[src/rtl/mem_req_pkg.sv]
// Shared types for the memory request queue: request/response payloads
// and the helper that builds a response entry from a returned beat.
package mem_req_pkg;

   // Build widths of the payload structs; the top's width parameters default to these.
   localparam int unsigned ADDR_W = 32;
   localparam int unsigned DATA_W = 32;
   localparam int unsigned BE_W   = DATA_W / 8;

   typedef struct packed {
      logic [ADDR_W-1:0] addr;
      logic              we;
      logic [BE_W-1:0]   be;
      logic [DATA_W-1:0] wdata;
   } mem_req_t;

   typedef struct packed {
      logic [DATA_W-1:0] rdata;
      logic              we;
   } mem_resp_t;

   // Write acks carry zero data so the requester never sees stale bus values.
   function automatic mem_resp_t make_resp(input logic we, input logic [DATA_W-1:0] rdata);
      mem_resp_t r;
      r.rdata = we ? '0 : rdata;
      r.we    = we;
      return r;
   endfunction

endpackage

[src/rtl/mem_req_queue_if.sv]
// Bus bundle for mem_req_queue: requester channel, mux port and response channel.
// Signal suffixes are from the queue's point of view.
interface mem_req_queue_if
   import mem_req_pkg::*;
#(
   parameter int unsigned ADDR_WIDTH = ADDR_W,
   parameter int unsigned DATA_WIDTH = DATA_W
);
   // requester side
   logic                    in_valid_i;
   logic                    in_ready_o;
   logic [ADDR_WIDTH-1:0]   in_addr_i;
   logic                    in_we_i;
   logic [DATA_WIDTH/8-1:0] in_be_i;
   logic [DATA_WIDTH-1:0]   in_wdata_i;
   // mux port side
   logic                    mem_req_o;
   logic                    mem_gnt_i;
   logic                    mem_rvalid_i;
   logic [ADDR_WIDTH-1:0]   mem_addr_o;
   logic                    mem_we_o;
   logic [DATA_WIDTH/8-1:0] mem_be_o;
   logic [DATA_WIDTH-1:0]   mem_wdata_o;
   logic [DATA_WIDTH-1:0]   mem_rdata_i;
   // response side
   logic                    resp_valid_o;
   logic                    resp_ready_i;
   logic [DATA_WIDTH-1:0]   resp_rdata_o;
   logic                    resp_we_o;

   // The queue itself
   modport slave (
      input  in_valid_i, in_addr_i, in_we_i, in_be_i, in_wdata_i,
      output in_ready_o,
      output mem_req_o, mem_addr_o, mem_we_o, mem_be_o, mem_wdata_o,
      input  mem_gnt_i, mem_rvalid_i, mem_rdata_i,
      output resp_valid_o, resp_rdata_o, resp_we_o,
      input  resp_ready_i
   );

   // Environment driving the queue (requester + memory + response consumer)
   modport master (
      output in_valid_i, in_addr_i, in_we_i, in_be_i, in_wdata_i,
      input  in_ready_o,
      input  mem_req_o, mem_addr_o, mem_we_o, mem_be_o, mem_wdata_o,
      output mem_gnt_i, mem_rvalid_i, mem_rdata_i,
      input  resp_valid_o, resp_rdata_o, resp_we_o,
      output resp_ready_i
   );
endinterface

[src/rtl/mem_req_queue_fifo.sv]
// Generic synchronous FIFO with registered storage, extra-bit pointers and
// an occupancy count. The head output reads zero while the FIFO is empty.
module generic_fifo #(
   parameter int unsigned WIDTH = 8,
   parameter int unsigned DEPTH = 4
) (
   input  logic                     clk,
   input  logic                     rst,
   input  logic                     push_i,
   input  logic [WIDTH-1:0]         data_i,
   input  logic                     pop_i,
   output logic [WIDTH-1:0]         data_o,
   output logic                     full_o,
   output logic                     empty_o,
   output logic [$clog2(DEPTH):0]   count_o
);
   localparam int unsigned AW = $clog2(DEPTH);

   logic [WIDTH-1:0] mem_q [DEPTH];
   logic [AW:0]      wr_ptr_q, wr_ptr_d;
   logic [AW:0]      rd_ptr_q, rd_ptr_d;
   logic             wr_en, rd_en;

   // A pop in the same cycle frees the slot a full-FIFO push needs.
   assign wr_en   = push_i && (!full_o || pop_i);
   assign rd_en   = pop_i && !empty_o;
   assign empty_o = (wr_ptr_q == rd_ptr_q);
   assign full_o  = (wr_ptr_q[AW] != rd_ptr_q[AW]) && (wr_ptr_q[AW-1:0] == rd_ptr_q[AW-1:0]);
   assign count_o = wr_ptr_q - rd_ptr_q;
   assign data_o  = empty_o ? '0 : mem_q[rd_ptr_q[AW-1:0]];

   // Next pointer values, wrapping modulo 2*DEPTH
   always_comb begin
      wr_ptr_d = wr_ptr_q + (AW+1)'(wr_en);
      rd_ptr_d = rd_ptr_q + (AW+1)'(rd_en);
   end

   // Pointer registers; reset empties the FIFO
   always_ff @(posedge clk or posedge rst) begin
      if (rst) begin
         wr_ptr_q <= '0;
         rd_ptr_q <= '0;
      end else begin
         wr_ptr_q <= wr_ptr_d;
         rd_ptr_q <= rd_ptr_d;
      end
   end

   // Storage array; contents are don't-care until written
   always_ff @(posedge clk) begin
      if (wr_en) mem_q[wr_ptr_q[AW-1:0]] <= data_i;
   end

endmodule

[src/rtl/mem_req_queue.sv]
// Request queue in front of a low-priority RAM mux port. Requests are buffered
// and the head is held until granted; a request is only issued when a response
// slot is reserved, so responses are never dropped and return in order.
module mem_req_queue
   import mem_req_pkg::*;
#(
   parameter int unsigned ADDR_WIDTH = ADDR_W,
   parameter int unsigned DATA_WIDTH = DATA_W,
   parameter int unsigned REQ_DEPTH  = 4,
   parameter int unsigned RESP_DEPTH = 2
) (
   input  logic             clk,
   input  logic             rst,
   mem_req_queue_if.slave   bus,
   output logic             idle_o,
   output logic             err_o
);
   localparam int unsigned QCW = $clog2(REQ_DEPTH) + 1;
   localparam int unsigned RCW = $clog2(RESP_DEPTH) + 1;

   mem_req_t       req_in, req_head;
   mem_resp_t      resp_in, resp_head;
   logic           req_push, req_pop, req_full, req_empty;
   logic           resp_push, resp_pop, resp_full, resp_empty;
   logic [QCW-1:0] req_count;
   logic [RCW-1:0] resp_count;
   logic [RCW:0]   credit_used;
   logic           issue_ok;
   logic           outstanding_q, outstanding_d;
   logic           we_q, we_d;
   logic           err_q, err_d;
   logic           unused_req_state;

   assign unused_req_state = ^{req_count, resp_full};

   // ---------------- request path ----------------
   assign req_in.addr  = bus.in_addr_i;
   assign req_in.we    = bus.in_we_i;
   assign req_in.be    = bus.in_be_i;
   assign req_in.wdata = bus.in_wdata_i;

   assign bus.in_ready_o = !req_full;
   assign req_push       = bus.in_valid_i && !req_full;

   generic_fifo #(.WIDTH($bits(mem_req_t)), .DEPTH(REQ_DEPTH)) u_req_fifo (
      .clk     (clk),
      .rst     (rst),
      .push_i  (req_push),
      .data_i  (req_in),
      .pop_i   (req_pop),
      .data_o  (req_head),
      .full_o  (req_full),
      .empty_o (req_empty),
      .count_o (req_count)
   );

   // Slots already claimed: buffered responses (minus this cycle's pop) plus the one in flight.
   assign credit_used = {1'b0, resp_count} - {{RCW{1'b0}}, resp_pop} + {{RCW{1'b0}}, outstanding_q};
   assign issue_ok    = !req_empty && (credit_used < (RCW+1)'(RESP_DEPTH));

   assign bus.mem_req_o   = issue_ok;
   assign bus.mem_addr_o  = req_head.addr;
   assign bus.mem_we_o    = req_head.we;
   assign bus.mem_be_o    = req_head.be;
   assign bus.mem_wdata_o = req_head.wdata;
   assign req_pop         = issue_ok && bus.mem_gnt_i;

   // ---------------- response path ----------------
   assign resp_push = bus.mem_rvalid_i && outstanding_q;
   assign resp_in   = make_resp(we_q, bus.mem_rdata_i);
   assign resp_pop  = !resp_empty && bus.resp_ready_i;

   generic_fifo #(.WIDTH($bits(mem_resp_t)), .DEPTH(RESP_DEPTH)) u_resp_fifo (
      .clk     (clk),
      .rst     (rst),
      .push_i  (resp_push),
      .data_i  (resp_in),
      .pop_i   (resp_pop),
      .data_o  (resp_head),
      .full_o  (resp_full),
      .empty_o (resp_empty),
      .count_o (resp_count)
   );

   assign bus.resp_valid_o = !resp_empty;
   assign bus.resp_rdata_o = resp_head.rdata;
   assign bus.resp_we_o    = resp_head.we;

   // Track the single in-flight beat; any rvalid/outstanding disagreement is a sticky error
   always_comb begin
      outstanding_d = req_pop;
      we_d          = req_pop ? req_head.we : we_q;
      err_d         = err_q | (bus.mem_rvalid_i ^ outstanding_q);
   end

   // Issue-tracking registers; reset also discards the in-flight beat
   always_ff @(posedge clk or posedge rst) begin
      if (rst) begin
         outstanding_q <= 1'b0;
         we_q          <= 1'b0;
         err_q         <= 1'b0;
      end else begin
         outstanding_q <= outstanding_d;
         we_q          <= we_d;
         err_q         <= err_d;
      end
   end

   assign idle_o = req_empty && resp_empty && !outstanding_q;
   assign err_o  = err_q;

endmodule
[src/flat_wrapper.sv]
// flat-port wrapper written by rule: the top's interface ports become plain ports
module mem_req_queue_flat import mem_req_pkg::*;
#(
   parameter int unsigned ADDR_WIDTH = ADDR_W,
   parameter int unsigned DATA_WIDTH = DATA_W,
   parameter int unsigned REQ_DEPTH  = 4,
   parameter int unsigned RESP_DEPTH = 2
)
  (clk, rst, idle_o, err_o, bus_in_valid_i, bus_in_addr_i, bus_in_we_i, bus_in_be_i, bus_in_wdata_i, bus_in_ready_o, bus_mem_req_o, bus_mem_addr_o, bus_mem_we_o, bus_mem_be_o, bus_mem_wdata_o, bus_mem_gnt_i, bus_mem_rvalid_i, bus_mem_rdata_i, bus_resp_valid_o, bus_resp_rdata_o, bus_resp_we_o, bus_resp_ready_i);
  mem_req_queue_if #(.ADDR_WIDTH(ADDR_WIDTH), .DATA_WIDTH(DATA_WIDTH)) bus_i ();
  input  logic clk;
  input  logic rst;
  output logic idle_o;
  output logic err_o;
  input wire logic [$bits(bus_i.in_valid_i)-1:0] bus_in_valid_i;
  input wire logic [$bits(bus_i.in_addr_i)-1:0] bus_in_addr_i;
  input wire logic [$bits(bus_i.in_we_i)-1:0] bus_in_we_i;
  input wire logic [$bits(bus_i.in_be_i)-1:0] bus_in_be_i;
  input wire logic [$bits(bus_i.in_wdata_i)-1:0] bus_in_wdata_i;
  output wire logic [$bits(bus_i.in_ready_o)-1:0] bus_in_ready_o;
  output wire logic [$bits(bus_i.mem_req_o)-1:0] bus_mem_req_o;
  output wire logic [$bits(bus_i.mem_addr_o)-1:0] bus_mem_addr_o;
  output wire logic [$bits(bus_i.mem_we_o)-1:0] bus_mem_we_o;
  output wire logic [$bits(bus_i.mem_be_o)-1:0] bus_mem_be_o;
  output wire logic [$bits(bus_i.mem_wdata_o)-1:0] bus_mem_wdata_o;
  input wire logic [$bits(bus_i.mem_gnt_i)-1:0] bus_mem_gnt_i;
  input wire logic [$bits(bus_i.mem_rvalid_i)-1:0] bus_mem_rvalid_i;
  input wire logic [$bits(bus_i.mem_rdata_i)-1:0] bus_mem_rdata_i;
  output wire logic [$bits(bus_i.resp_valid_o)-1:0] bus_resp_valid_o;
  output wire logic [$bits(bus_i.resp_rdata_o)-1:0] bus_resp_rdata_o;
  output wire logic [$bits(bus_i.resp_we_o)-1:0] bus_resp_we_o;
  input wire logic [$bits(bus_i.resp_ready_i)-1:0] bus_resp_ready_i;
  assign bus_i.in_valid_i = bus_in_valid_i;
  assign bus_i.in_addr_i = bus_in_addr_i;
  assign bus_i.in_we_i = bus_in_we_i;
  assign bus_i.in_be_i = bus_in_be_i;
  assign bus_i.in_wdata_i = bus_in_wdata_i;
  assign bus_in_ready_o = bus_i.in_ready_o;
  assign bus_mem_req_o = bus_i.mem_req_o;
  assign bus_mem_addr_o = bus_i.mem_addr_o;
  assign bus_mem_we_o = bus_i.mem_we_o;
  assign bus_mem_be_o = bus_i.mem_be_o;
  assign bus_mem_wdata_o = bus_i.mem_wdata_o;
  assign bus_i.mem_gnt_i = bus_mem_gnt_i;
  assign bus_i.mem_rvalid_i = bus_mem_rvalid_i;
  assign bus_i.mem_rdata_i = bus_mem_rdata_i;
  assign bus_resp_valid_o = bus_i.resp_valid_o;
  assign bus_resp_rdata_o = bus_i.resp_rdata_o;
  assign bus_resp_we_o = bus_i.resp_we_o;
  assign bus_i.resp_ready_i = bus_resp_ready_i;
  mem_req_queue #(.ADDR_WIDTH(ADDR_WIDTH), .DATA_WIDTH(DATA_WIDTH), .REQ_DEPTH(REQ_DEPTH), .RESP_DEPTH(RESP_DEPTH)) u_core (.clk(clk), .rst(rst), .bus(bus_i), .idle_o(idle_o), .err_o(err_o));
endmodule
[config.mk]
export PLATFORM = sky130hd
export DESIGN_NAME = mem_req_queue_flat
export DESIGN_NICKNAME = d
export VERILOG_FILES = /design/src/rtl/mem_req_pkg.sv /design/src/rtl/mem_req_queue_if.sv /design/src/rtl/mem_req_queue_fifo.sv /design/src/rtl/mem_req_queue.sv /design/src/flat_wrapper.sv
export SDC_FILE = /design/constraint.sdc
export NUM_CORES = 1
export LEC_CHECK = 0
export ABC_AREA = 1
export CAP_MARGIN = 40
export CORE_MARGIN = 2
export CORE_UTILIZATION = 45
export DETAILED_ROUTE_END_ITERATION = 10
export PLACE_DENSITY = 0.77
export SYNTH_ARGS = -nofsm -noshare
export SYNTH_HDL_FRONTEND = slang
export SYNTH_SLANG_ARGS = --single-unit
[constraint.sdc]
create_clock -name clk -period 8.7 [get_ports clk]
set_input_delay 0.87 -clock clk [delete_from_list [all_inputs] [get_ports clk]]
set_output_delay 0.87 -clock clk [all_outputs]
set_load 0.03 [all_outputs]
==> summary by stage <==
Status
The run finished with clean final reports.

Yosys
Summing every instance area after synthesis gives 14500 sq um. The synthesized flop and latch total is 355. Synthesis produced 1138 cells. The cell taking the most area after synthesis is sky130_fd_sc_hd__edfxtp_1. After synthesis, the cell types taking the most area are sky130_fd_sc_hd__edfxtp_1 71%, sky130_fd_sc_hd__nor2_1 6.2%, sky130_fd_sc_hd__o32ai_1 4.1%. The synthesized net count is 1256. The area share of the largest cell type after synthesis is 71.0%.

The average size of a mapped cell is 12.7 sq um. The sequential-to-total area share from yosys stat is 73.2%. The Yosys step of the flow raised 0 warnings.

The distinct cell type count of the synthesized netlist is 25.

CTS
The clock slew at the register clock pins of the worst setup and hold paths is 60 ps. The root buffer cell is sky130_fd_sc_hd__clkbuf_16. In this run, post-CTS hold repair placed 0 buffers. The H-tree was split into 2 levels. Clock tree synthesis found a total of 355 sinks. TritonCTS built the clock tree.

The number of buffers on the longest clock path is 3. The number of resized instances in the post-cts repair step is 0. The insertion delay of the later-clocked pin in the worst-skew pair is 520 ps. The count of buffers added by post-CTS timing repair for setup is 0. Clock tree synthesis inserted a total of 37 buffers.

Setup path
The critical path is of the flop to output port type. For this run, the slowest stage of the critical path takes 680 ps. Walking the worst path, the cells encountered are inv_1, ha_1, nand2_1, nand2_1, inv_1, ha_1, inv_1, nand2_1, fa_1, nand2_2, nor2_4, clkdlybuf4s50_1. The type of origin of the critical path is a flop. For the worst setup path, the data arrival time is 3730 ps. The combined buffer and inverter count along the critical path is 4. Data on the critical path is required at its endpoint by 7830 ps. The largest delay contributor family on the critical path is adder cells. STA classifies the critical path endpoint as an output port. The slowest stage of the critical path is the sky130_fd_sc_hd__clkdlybuf4s50_1 cell. The largest driver fanout on the critical path is 18.

Finish
The total of fill cells in the finished design is 2416. The area growth from synthesis to layout is 26.7%. The final core area utilization is 58.0%. The net total in the final layout is 1464. The layout cell share with drive strength beyond 1 is 8.30%.

After routing the design area is 18300 sq um.

GRT
After global routing the overflow that remains totals 0. The number of global-route vias before repair is 9054. The global-route wire length before repair is 46.9 mm. The maximum number of pins on one net before global-route repair is 79. The overall routing resource usage is 17.8%.

The number of antenna violations at the first check in global routing is 1.

Timing
For this run, the top clock speed supported by timing is 218 MHz. In the post-route analysis, the smallest setup slack over all paths is 4100 ps. The number of setup violations in the final report is 0.

The share of the clock period used by the worst path is 52.8%. For the final database, setup skew stands at 22.0 ps. The number of slew-limit violations in the final report is 0. For the pin with the worst max-slew slack, the measured transition is 836 ps. Setup repair after global routing left no endpoint under its margin. The worst-case headroom to the max-slew limit is 44.3%. The final critical delay including setup and external delays is 4600 ps. The aggregate negative setup slack is 0 ps.

The hold violation count in the final report was 0.

Power and ir drop
The internal portion of the total power is 4.54 mW. The total power density per cell area is 412 nW/um^2. The switching share of total power is 39.9%.

The highest ir drop seen on vdd is 336 uV. The portion of total power attributed to the clock network is 20.6%. The sequential fraction of design power is 31.7%. Of the total power, combinational logic draws 47.7%.

The net switching power figure is 3.01 mW. The analysis attributes to cell leakage a power of 7.07 nW.

Detailed routing
The first detailed-routing pass took 5 iterations. The detailed router used layers up to and including met5. The final wirelength is 30.2 mm. For this run, design rule violations remaining after detail routing come to 0. The number of nets still failing antenna checks after routing is 0.

For this block, wires on met1 add up to 12.5 mm. Using the TritonRoute via totals, the vias-per-cell ratio works out to 5.10. The total length of routed met2 wires is 14.6 mm. Dividing the detail-routed wire length by the instance count gives 17.0 microns.

For this block, the initial DRC count from the detailed router was 774. The routed layout has 9054 vias. The routed wire length on met3 is 2.57 mm.

Job
Max-cap violations in this run came to 0.

Placed design
Buffers placed on the I/O ports in this run total 213. Routability-driven placement finished with a final weighted congestion of 0.792. The half-perimeter wire length after placement is 18.1 mm.

The placed instances occupy a cell area of 17100 sq um. OpenSTA, run right after detailed placement, puts the worst setup slack at 4510 ps.

Floorplanning
The standard-cell row count is 65. Pin placement for this block handled 214 I/O pins. The starting density of the core is 45.7%. The y dimension of the die is 183 microns. The placeable core region is 31600 sq um. The die is 183 microns wide. The full die area is 33600 sq um.

Min path
The type of the tightest min-delay check is flop to flop.
-- cell usage after synthesis, drive strengths merged --
cell type / count
fa: 1
nor3: 5
nor2: 240
nand2: 124
o32ai: 68
dfrtp: 13
nand3: 8
clkbuf: 26
or2: 1
inv: 152
edfxtp: 342
mux2: 33
buf: 37
o21ai: 71
ha: 10
nand4: 1
o21a: 1
xor2: 4
xnor2: 1
-- sequential cells by signal, summed over array words and instances, names as in the netlist --
name                         flops
u_core.u_resp_fifo.wr_ptr_q      2
u_core.outstanding_q             1
u_core.u_resp_fifo.rd_ptr_q      2
u_core.we_q                      1
u_core.u_req_fifo.wr_ptr_q       3
u_core.u_req_fifo.mem_q        276
u_core.err_o                     1
u_core.u_req_fifo.rd_ptr_q       3
u_core.u_resp_fifo.mem_q        66
-- path summary, 6_finish.rpt --
check	start	end	slack [ps]	depth (start not counted)
worst min register to register	u_core.err_o	u_core.err_o	480	1
max in group asynchronous	rst	u_core.u_req_fifo.rd_ptr_q[1]	7590	2
worst max register to register	u_core.u_resp_fifo.wr_ptr_q[0]	u_core.u_req_fifo.rd_ptr_q[2]	5390	18
worst min-delay path	u_core.err_o	u_core.err_o	480	1
worst max-delay path	u_core.u_resp_fifo.wr_ptr_q[0]	bus_mem_req_o	4100	12
min in group asynchronous	rst	u_core.we_q	720	2
-- cell usage in the layout (no fill, tap or decap), types with 2 or more instances in the layout --
cell                              count
sky130_fd_sc_hd__buf_16               8
sky130_fd_sc_hd__buf_4               10
sky130_fd_sc_hd__bufinv_16            5
sky130_fd_sc_hd__clkbuf_1             5
sky130_fd_sc_hd__clkbuf_16           37
sky130_fd_sc_hd__clkbuf_8             2
sky130_fd_sc_hd__clkdlybuf4s50_1    213
sky130_fd_sc_hd__clkinv_1            11
sky130_fd_sc_hd__clkinv_2             3
sky130_fd_sc_hd__dfrtp_1             11
sky130_fd_sc_hd__dfrtp_4              2
sky130_fd_sc_hd__edfxtp_1           342
sky130_fd_sc_hd__ha_1                 9
sky130_fd_sc_hd__inv_1              151
sky130_fd_sc_hd__inv_6                2
sky130_fd_sc_hd__mux2_2              33
sky130_fd_sc_hd__nand2_1            123
sky130_fd_sc_hd__nand3_1              7
sky130_fd_sc_hd__nor2_1             239
sky130_fd_sc_hd__nor3_2               4
sky130_fd_sc_hd__o21ai_0             71
sky130_fd_sc_hd__o32ai_1             68
sky130_fd_sc_hd__xor2_1               4
-- cell families (layout without fill, tap and decap cells) --
| group | Yosys count | after routing | share of synthesized area [%] |
|---|---|---|---|
| AOI/OAI and AO/OA | 140 | 140 | 6.62 |
| xor gates and xnor gates | 5 | 5 | 0.303 |
| adders and majority gates | 11 | 11 | 1.00 |
| buffers and inverters | 215 | 450 | 6.22 |
| DFF | 355 | 355 | 73.2 |
| muxes | 33 | 33 | 2.57 |
| other | 0 | 1 | 0 |
| and+or+nand+nor | 379 | 379 | 10.1 |
-- layer usage --
layer	GRT usage, %	vias to the layer above
met5	0	-
met3	5.60	40
li1	-	4346
met2	30.4	300
met4	4.45	2
met1	22.2	4366
-- final cells by class --
cell class                      instances  area [sq um]  area share, %
Antenna cell                            1          2.50         0.0136
Multi-Input combinational cell        568          3010           16.4
Clock inverter                         22           231           1.26
Tap cell                              402           503           2.74
Inverter                              152           573           3.13
Sequential cell                       355         10600           57.8
Clock buffer                           44           972           5.30
Timing Repair Buffer                  232          2440           13.3
-- power groups by stage --
stage | combinational [mW] | clock [mW] | sequential, mW
CTS | 3.65 | 1.59 | 2.39
floorplan | 2.28 | 0 | 2.41
global placement | 3.47 | 0 | 2.42
global route | 3.90 | 1.66 | 2.42
finish | 3.60 | 1.56 | 2.39
detailed placement | 3.63 | 0 | 2.43
-- through the flow --
| stage | hold WS [ps] | power [mW] | instances |
|---|---|---|---|
| after floorplan | 440 | 4.69 | 1138 |
| after CTS | 480 | 7.63 | 1775 |
| after detailed placement | 463 | 6.05 | 1709 |
| after global placement | 477 | 5.89 | 1700 |
| final | 483 | 7.55 | 1776 |
| after global routing | 503 | 7.98 | 1775 |
Note: power is estimated with default switching activity, not from simulation.
